File: config.mk
export PLATFORM = sky130hd
export DESIGN_NAME = serializer_tx
export DESIGN_NICKNAME = d
export VERILOG_FILES = /design/src/rtl/serializer_pkg.sv /design/src/rtl/ser_bit_counter.sv /design/src/rtl/serializer_tx.sv
export SDC_FILE = /design/constraint.sdc
export NUM_CORES = 1
export LEC_CHECK = 0
export CORE_ASPECT_RATIO = 0.9
export CORE_UTILIZATION = 56
export DETAILED_ROUTE_END_ITERATION = 8
export PLACE_DENSITY = 0.82
export SLEW_MARGIN = 10
export SYNTH_ARGS = -nofsm -noshare
export SYNTH_HDL_FRONTEND = slang
export SYNTH_SLANG_ARGS = --single-unit
export TNS_END_PERCENT = 5
File: constraint.sdc
create_clock -name clock_1MHz -period 2.8 [get_ports clock_1MHz]
set_input_delay 0.7 -clock clock_1MHz [delete_from_list [all_inputs] [get_ports clock_1MHz]]
set_output_delay 0.7 -clock clock_1MHz [all_outputs]
set_load 0.01 [all_outputs]
File: src/rtl/serializer_pkg.sv
// Shared constants and FSM state type for the serializer transmitter.
// The PARITY state exists only when SERIALIZER_PARITY_EN is defined.
package serializer_pkg;

    localparam int WORD_W_DEFAULT = 8;

    typedef enum logic [1:0] {
        IDLE  = 2'd0,
        SHIFT = 2'd1
`ifdef SERIALIZER_PARITY_EN
        , PARITY = 2'd2
`endif
    } state_t;

endpackage

File: src/rtl/ser_bit_counter.sv
// Per-word bit counter: clears on word load, holds while stalled, flags the last data bit.
module ser_bit_counter #(
    parameter  int WORD_W = 8,
    localparam int CNT_W  = $clog2(WORD_W) + 1
) (
    input  logic clk,
    input  logic rst,
    input  logic clear,
    input  logic inc,
    output logic last
);

    logic [CNT_W-1:0] count;

    // Clear takes priority so a word loaded on the final bit restarts at zero.
    always_ff @(posedge clk) begin
        if (rst || clear) begin
            count <= '0;
        end else if (inc) begin
            count <= count + CNT_W'(1);
        end
    end

    assign last = (count == CNT_W'(WORD_W - 1));

endmodule

File: src/rtl/serializer_tx.sv
// Parallel-to-serial transmitter, MSB first, with a one-word holding register and
// status_in flow control. Define SERIALIZER_PARITY_EN to append an even-parity bit.
module serializer_tx
    import serializer_pkg::*;
#(
    parameter int WORD_W = WORD_W_DEFAULT
) (
    input  logic              clock_1MHz,
    input  logic              rst,
    input  logic [WORD_W-1:0] data_in,
    input  logic              valid_in,
    output logic              ready_out,
    input  logic              status_in,
    output logic              data_out,
    output logic              write_out,
    output logic              busy_out
);

    state_t            state;
    state_t            state_next;
    logic [WORD_W-1:0] hold;
    logic              hold_vld;
    logic [WORD_W-1:0] shift;
    logic              load;
    logic              shift_en;
    logic              emit;
    logic              bit_next;
    logic              bit_last;
`ifdef SERIALIZER_PARITY_EN
    logic              par;
`endif

    ser_bit_counter #(.WORD_W(WORD_W)) u_bit_counter (
        .clk   (clock_1MHz),
        .rst   (rst),
        .clear (load),
        .inc   (shift_en),
        .last  (bit_last)
    );

    always_ff @(posedge clock_1MHz) begin
        if (rst) begin
            state <= IDLE;
        end else begin
            state <= state_next;
        end
    end

    always_comb begin
        state_next = state;
        load       = 1'b0;
        shift_en   = 1'b0;
        emit       = 1'b0;
        bit_next   = shift[WORD_W-1];
        case (state)
            IDLE: begin
                if (hold_vld) begin
                    load       = 1'b1;
                    state_next = SHIFT;
                end
            end
            SHIFT: begin
                if (status_in) begin
                    shift_en = 1'b1;
                    emit     = 1'b1;
                    if (bit_last) begin
`ifdef SERIALIZER_PARITY_EN
                        state_next = PARITY;
`else
                        if (hold_vld) begin
                            load = 1'b1;
                        end else begin
                            state_next = IDLE;
                        end
`endif
                    end
                end
            end
`ifdef SERIALIZER_PARITY_EN
            PARITY: begin
                if (status_in) begin
                    emit     = 1'b1;
                    bit_next = par;
                    if (hold_vld) begin
                        load       = 1'b1;
                        state_next = SHIFT;
                    end else begin
                        state_next = IDLE;
                    end
                end
            end
`endif
            default: state_next = IDLE;
        endcase
    end

    // Accept and drain are mutually exclusive: accept needs hold empty, drain needs it full.
    always_ff @(posedge clock_1MHz) begin
        if (rst) begin
            hold_vld  <= 1'b0;
            shift     <= '0;
            data_out  <= 1'b0;
            write_out <= 1'b0;
        end else begin
            if (valid_in && ready_out) begin
                hold_vld <= 1'b1;
            end else if (load) begin
                hold_vld <= 1'b0;
            end
            if (load) begin
                shift <= hold;
            end else if (shift_en) begin
                shift <= shift << 1;
            end
            write_out <= emit;
            if (emit) begin
                data_out <= bit_next;
            end
        end
    end

    // Word payload carries no reset; hold_vld qualifies it.
    always_ff @(posedge clock_1MHz) begin
        if (valid_in && ready_out) begin
            hold <= data_in;
        end
`ifdef SERIALIZER_PARITY_EN
        if (load) begin
            par <= ^hold;
        end
`endif
    end

    assign ready_out = ~hold_vld;
    assign busy_out  = (state != IDLE) || hold_vld;

endmodule

# Word-level counts from Yosys, hierarchy flattened
# Index checks and enable logic that the tools add are counted.
# word_totals
register_bits	25
in_bits	12
output_inout_bits	4
word_cells	38
# classes
n_addsub	1
n_eq_ne	6
n_mux	15
bitwise	1
n_reduce_logical	8
# ops
cell	count
$mux 8	2
$mux 2	4
$ne 2x2->1 const B	4
$mux 1	7
$reduce_bool 2->1	3
$add 4x1->4 const B	1
$eq 4x3->1 const B	1
$pmux 2 s2	1
$reduce_and 4->1	1
$eq 2x1->1 const B	1
$logic_not 2->1	1
$logic_or 1x1->1	2
$pmux 1 s2	1
$logic_and 1x1->1	1
$not 1->1	1

# Logic depth before layout (Yosys ltp)
# Gate-level depths: netlist of the first run.
# depth
word_depth	6
ltp_mapped	4
depth_no_buf	4

# Hierarchy
# A second synthesis of the first run with hierarchy kept.
# unflattened
cells_unflattened	103
hier_area_um2	1117.3
# by_module_without_submodules
module	n_inst	cells_per_inst	area_each_um2	seq_area_each_um2
serializer_tx	1	84	932.1	480.5
ser_bit_counter	1	19	185.2	80.1

# Worst setup path before layout of the first run
# No wires, ideal clock.
# synth_timing
path_type	input-to-reg
start	in valid_in
end	reg hold[0] (enable)
arrival_time_ns	1.152
t_required_ns	2.425
slack_ns	1.274
stages	1
cell_sequence	nor2b_1
# synth_between
elab_chain_cells	1
# synth_lines
item	line_no	text
from (decl)	serializer_tx.sv:11	input logic valid_in,
$logic_and 1x1->1	serializer_tx.sv:124	if (valid_in && ready_out) begin
to (signal assigned)	serializer_tx.sv:125	hold <= data_in;
to (decl)	serializer_tx.sv:21	logic [WORD_W-1:0] hold;
# Every way passes these cells.
# A chain may end at the register's enable or synchronous reset.

# Worst setup path in the final report of the first run
# layout_timing
start	reg state[0]
end	out busy_out
# layout_between
elab_chain_cells	2
# layout_lines
item	line_no	text
from (decl)	serializer_tx.sv:19	state_t state;
from (signal assigned)	serializer_tx.sv:45	state <= state_next;
$reduce_bool 2->1	serializer_tx.sv:135	assign busy_out = (state != IDLE) || hold_vld;
$logic_or 1x1->1	serializer_tx.sv:135	
to (decl)	serializer_tx.sv:16	output logic busy_out
# Every way passes these cells.

==> results of run 1 <==
critical path, delay by kind of cell, from the launching register on:
kind | cells | cell delay (ns)
buffers and inverters | 3 | 0.85
DFF | 1 | 0.33
and+or+nand+nor | 1 | 0.07
layer usage:
metal	vias to the layer above	wire length, µm
met5	-	0
met4	0	29
met3	4	87
met2	22	1060
met1	400	963
li1	393	-
where the power goes:
group | internal (W) | switching, W
registers | 0.000383 | 0.0000155
logic | 0.0000524 | 0.0000463
clock network | 0.0000795 | 0.0000992
flip-flops by register name (all words and copies together), names as in the netlist:
signal and count:
hold 8, shift 8, u_bit_counter.count 4, data_out 1
hold_vld 1, state 1, write_out 1
layout make-up:
type	count	share of cell area (%)
Clock buffer	4	2.82
Multi-Input combinational cell	60	36.8
Timing Repair Buffer	19	14.0
Inverter	2	0.583
Tap cell	24	2.33
Sequential cell	24	43.5
worst max-delay path by stage:
stage,depth (start not counted),from,end
after detailed placement,4,status_in,shift[2]
after floorplan,1,valid_in,hold[0]
after global routing,4,state[0],busy_out
after CTS,4,state[0],busy_out
after global placement,4,status_in,shift[7]
final,4,state[0],busy_out
cell families (layout without fill, tap and decap cells):
family | after synthesis | count (layout) | share of synthesized area (%)
mux | 8 | 8 | 7.40
simple gates | 25 | 25 | 13.6
compound gates | 24 | 24 | 20.0
buf+inv | 7 | 25 | 4.39
fa+ha+maj | 1 | 1 | 1.16
xor+xnor | 2 | 2 | 1.62
flops | 24 | 24 | 51.8
cells in the mapped netlist, types with 2 or more instances:
library cell | instances | area share, %
sky130_fd_sc_hd__a211oi_1 | 7 | 4.9
sky130_fd_sc_hd__a21oi_1 | 4 | 1.8
sky130_fd_sc_hd__buf_6 | 2 | 2.1
sky130_fd_sc_hd__dfxtp_1 | 16 | 30
sky130_fd_sc_hd__edfxtp_1 | 8 | 22
sky130_fd_sc_hd__inv_2 | 2 | 0.69
sky130_fd_sc_hd__mux2i_1 | 8 | 7.4
sky130_fd_sc_hd__nand2_1 | 3 | 1.0
sky130_fd_sc_hd__nand3_1 | 4 | 1.8
sky130_fd_sc_hd__nor2_1 | 3 | 1.0
sky130_fd_sc_hd__nor3_1 | 3 | 1.4
sky130_fd_sc_hd__nor3b_1 | 7 | 4.9
sky130_fd_sc_hd__o211ai_1 | 2 | 1.4
sky130_fd_sc_hd__o221a_2 | 7 | 7.3
sky130_fd_sc_hd__xor2_1 | 2 | 1.6
stage by stage:
stage,worst slack (ns),util (%),total power [W]
3_5_place_dp,0.462,72.2,0.000504
2_1_floorplan,1.27,-,0.000465
3_3_place_gp,0.548,72.2,0.000498
6_report,0.543,74.3,0.000676
4_1_cts,0.531,74.3,0.000680
5_1_grt,0.461,74.3,0.000708
==> results.py, run 1 <==
metrics = {
    "timing": {
        "slew_viol_final": 0,
        "setup_viol": 0,
        "worstMarginPinSlew_ns": 0.623,
        "fin_worst_hold_slack_ns": 0.462,
        "finalHoldViolCount": 0,
        "post-route-min-period_ns": 2.26,
        "finalClockSkew_ns": 0.0114,
        "final_min_period_over_clock_period_pct": 80.6,
        "total_negative_setup_slack_ns": 0,
        "grt_setup_unrepaired": "false",
        "maxSlewHeadroom_pct": 58.4,
        "max_freq_mhz": 443,
    },
    "finish": {
        "fillCellCount": 133,
        "layout.cell_area.non_filler_um2": 1290,
        "finalNetCount": 123,
        "finalNonFillerCells": 133,
        "mostFrequentLayoutCell": "sky130_fd_sc_hd__dfxtp_1",
        "n_antenna_cell": 0,
        "areaGrowthSynthToFinish_pct": 19.1,
        "drive_above_1_share_pct": 18.3,
        "seq_area_um2": 561,
        "multiInputGateArea_um2": 474,
        "most-common-layout-cells": "16 x sky130_fd_sc_hd__dfxtp_1, 15 x sky130_fd_sc_hd__clkdlybuf4s50_1, 8 x sky130_fd_sc_hd__mux2i_1, 8 x sky130_fd_sc_hd__edfxtp_1",
    },
    "worst_setup_path": {
        "crit_arrival_ns": 1.56,
        "timing_worst_setup_path_type": "reg -> out",
        "reg2reg_slack_ns": 1.24,
        "timing.reg2reg.worst_path_depth": 4,
        "critical_path_cell_list": "buf_4, inv_2, nand2_1, clkdlybuf4s50_1",
        "worst-endpoint-required_ns": 2.10,
        "rr_endpoint": "shift[2]",
        "critPathMaxFanout": 17,
        "crit_path_max_incr_delay_ns": 0.52,
        "end_kind": "output port",
        "r2r-start": "u_bit_counter.count[0]",
        "cp-start-kind": "flop",
        "critPathSlowestCell": "sky130_fd_sc_hd__clkdlybuf4s50_1",
    },
    "route": {
        "drt-pass1-iter-count": 4,
        "detailedRoute.firstIterationViolations": 24,
        "dr_total_vias": 819,
        "routed_wl_um": 2140,
        "route.detailed.drc": 0,
        "wl_per_cell_um": 16.1,
        "viasPerCell": 6.16,
        "count_of_antenna_violating_nets_left_after_detailed_routing": 0,
    },
    "clocking": {
        "cts_inserted_buffers": 3,
        "worstSkewPairLatency_ns": 0.32,
        "clock_tree_from_tritoncts": "done",
        "numClockSinks": 24,
        "postCtsResizedCells": 0,
        "cts-root-buf": "sky130_fd_sc_hd__clkbuf_4",
        "cts.reportedPaths.clkPinSlew_ns": 0.13,
        "post-cts-setup-buffers": 0,
        "max-clock-path-buffers": 2,
        "hold_buffers": 0,
        "ctsHtreeMaxLevel": 1,
    },
    "floorplanning": {
        "die_width_um": 48.3,
        "floorplan.core_area_um2": 1730,
        "placementRows": 14,
        "pin_count": 16,
        "effective_utilization_at_floorplan_pct": 62.4,
        "floorplan.die_area_um2": 2110,
        "die_height_um": 43.7,
    },
    "min_path": {
        "whs_path_depth": 2,
        "hold_crit_endpoint": "data_out",
        "hp-start": "data_out",
        "hold_path_class": "reg -> reg",
    },
    "placed_design": {
        "post-place-cells": 129,
        "placement.cell_area_um2": 1250,
        "detailed_place_hpwl_um": 1540,
        "place_congestion": 0.859,
        "placement.io_buffers": 15,
    },
    "global_routing": {
        "grt_pass1_wl_um": 3640,
        "global_route.usage.total_pct": 23.7,
        "gr-max-usage-layer": "met2",
        "grt_use_met3_pct": 7.37,
        "grt_start_max_net_pins": 18,
        "global_route.overflow_total": 0,
        "grt_antenna_before_repair": 0,
        "grt_pass1_vias": 814,
        "global_route.usage.met2_pct": 39.7,
        "gr-usage-met1_pct": 28.8,
    },
    "yosys": {
        "postSynthNetCount": 104,
        "synth.avg_cell_area_um2": 11.9,
        "async_reset_ff_share_pct": 0,
        "ys_types": 28,
        "ys_ff_latch": 24,
        "synth-main-ff-cell": "sky130_fd_sc_hd__dfxtp_1",
        "postSynthCellCount": 91,
        "synthesis_warnings": 0,
        "synth_sequential_area_ratio_pct": 51.8,
        "mappedNetlistArea_um2": 1080,
        "number_of_synthesized_flops_with_an_enable_pin": 8,
    },
    "power": {
        "total_leakage_power_nw": 0.440,
        "power_density_nw_per_um2": 524,
        "worst_ir_drop_vdd_v": 0.000357,
    },
    "status": {
        "run_status": "complete, no violations",
    },
    "flow_run": {
        "max_capacitance_violation_total": 0,
    },
}
No activity file was read; power rests on OpenSTA's default activity.
==> run 2: changes to the inputs <==
- CORE_UTILIZATION: 56 -> 52
- PLACE_DENSITY: 0.82 -> 0.77
- clock period: 2.8 -> 2.2 ns (I/O delays scaled with it)
==> run 2 against run 1 <==
Global-route usage decreased by 2.7 points. Utilization decreased by 7.3 points. Via count decreased by 0.85%. Cell count increased by 2.3%. Die area increased by 7.4%. Largest power group unchanged.
==> results.py, run 2 (synthesis results as in run 1) <==
metrics = {
    "power": {
        "power_density_nw_per_um2": 636,
        "worst_ir_drop_vdd_v": 0.000429,
        "total_leakage_power_nw": 0.444,
    },
    "worst_setup_path": {
        "critical_path.startpoint": "state[0]",
        "cp-start-kind": "flop",
        "timing_worst_setup_path_type": "reg -> out",
        "crit_arrival_ns": 1.37,
        "critPathMaxFanout": 9,
        "r2r-start": "u_bit_counter.count[0]",
        "end_kind": "output port",
        "worst-endpoint-required_ns": 1.65,
    },
    "clocking": {
        "cts-root-buf": "sky130_fd_sc_hd__clkbuf_4",
        "postCtsResizedCells": 0,
        "cts.reportedPaths.clkPinSlew_ns": 0.12,
        "worstSkewPairLatency_ns": 0.31,
        "hold_buffers": 0,
        "max-clock-path-buffers": 2,
        "ctsHtreeMaxLevel": 1,
        "cts_inserted_buffers": 3,
        "numClockSinks": 24,
        "clock_tree_from_tritoncts": "done",
        "post-cts-setup-buffers": 0,
    },
    "finish": {
        "n_antenna_cell": 0,
        "layout_top_registers": "hold x8, shift x8, u_bit_counter.count x4",
        "areaGrowthSynthToFinish_pct": 19.7,
        "mostFrequentLayoutCell": "sky130_fd_sc_hd__dfxtp_1",
        "drive_above_1_share_pct": 18.9,
        "finalNetCount": 125,
        "most-common-layout-cells": "16 x sky130_fd_sc_hd__dfxtp_1, 15 x sky130_fd_sc_hd__clkdlybuf4s50_1, 8 x sky130_fd_sc_hd__mux2i_1, 8 x sky130_fd_sc_hd__edfxtp_1",
    },
    "route": {
        "dr_total_vias": 812,
        "viasPerCell": 5.97,
        "count_of_antenna_violating_nets_left_after_detailed_routing": 0,
        "detailedRoute.firstIterationViolations": 23,
        "drt-pass1-iter-count": 4,
        "route.detailed.drc": 0,
        "routed_wl_um": 2070,
        "wl_per_cell_um": 15.2,
    },
    "floorplanning": {
        "die_height_um": 45.3,
        "floorplan.die_area_um2": 2270,
        "effective_utilization_at_floorplan_pct": 56.0,
        "pin_count": 16,
        "placementRows": 15,
        "die_width_um": 50.1,
        "floorplan.core_area_um2": 1930,
    },
    "global_routing": {
        "global_route.usage.total_pct": 21.0,
        "global_route.overflow_total": 0,
        "grt_pass1_vias": 727,
        "grt_pass1_wl_um": 3470,
        "grt_antenna_before_repair": 0,
        "grt_start_max_net_pins": 17,
    },
    "flow_run": {
        "max_capacitance_violation_total": 0,
    },
    "placed_design": {
        "placement.io_buffers": 15,
        "detailed_place_hpwl_um": 1460,
        "place_congestion": 0.745,
    },
    "min_path": {
        "hold_path_class": "reg -> reg",
        "hp-start": "data_out",
    },
    "timing": {
        "final_min_period_over_clock_period_pct": 87.1,
        "finalClockSkew_ns": 0.00397,
        "grt_setup_unrepaired": "false",
        "finalHoldViolCount": 0,
        "post-route-min-period_ns": 1.92,
        "total_negative_setup_slack_ns": 0,
        "max_freq_mhz": 522,
        "setup_viol": 0,
        "slew_viol_final": 0,
        "worstMarginPinSlew_ns": 0.448,
        "maxSlewHeadroom_pct": 70.1,
        "fin_worst_hold_slack_ns": 0.460,
    },
    "status": {
        "run_status": "complete, no violations",
    },
}
## run 2: changes by cell type in the layout (fill, tap and decap cells not counted), sizes merged
cell / change
clkbuf: -1
buf: +2
clkinv: +1
## run 2: final cells by class
class,count,area (µm²)
well taps,25,31.3
clock buffers,3,22.5
repair buffers,21,195
inverters,2,7.51
fillers,160,638
multi-input cells,60,474
flip-flops and latches,24,561
clock inverters,1,3.75
## run 2: worst paths after layout
check                   to  slack [ns]  cells past startpoint
hold / removal    data_out        0.46                      2
setup / recovery  busy_out        0.28                      3
hold reg to reg   data_out        0.46                      2
setup reg to reg  shift[5]        0.66                      4
## run 2: through the flow
| step | total power, W | cell area (µm²) | utilization, % | instances | worst slack, ns |
|---|---|---|---|---|---|
| 5_1_grt | 0.000865 | 1290 | 67.0 | 136 | 0.184 |
| 2_1_floorplan | 0.000592 | 1080 | - | 91 | 0.824 |
| 4_1_cts | 0.000832 | 1290 | 67.0 | 136 | 0.262 |
| 3_3_place_gp | 0.000638 | 1270 | 65.6 | 132 | 0.178 |
| 6_report | 0.000823 | 1290 | 67.0 | 136 | 0.283 |
| 3_5_place_dp | 0.000642 | 1270 | 65.6 | 132 | 0.136 |
## run 2: power breakdown
part	switching [W]	internal, W	total, W
clock	0.000124	0.0000663	0.000190
combinational	0.0000579	0.0000689	0.000127
sequential	0.0000187	0.000487	0.000506
total	0.000201	0.000622	0.000823
## run 2: per-layer routing
layer	wire length, µm	track usage [%]	up-vias
met5	0	0	-
met4	14	5.14	0
met3	83	7.07	2
met2	999	34.9	20
met1	970	26.5	394
li1	-	-	396
## run 2: critical path: stages, from the launching register on
cell,delay [ns]
sky130_fd_sc_hd__dfxtp_1,0.36
sky130_fd_sc_hd__inv_2,0.09
sky130_fd_sc_hd__nand2_1,0.07
sky130_fd_sc_hd__clkdlybuf4s50_1,0.53
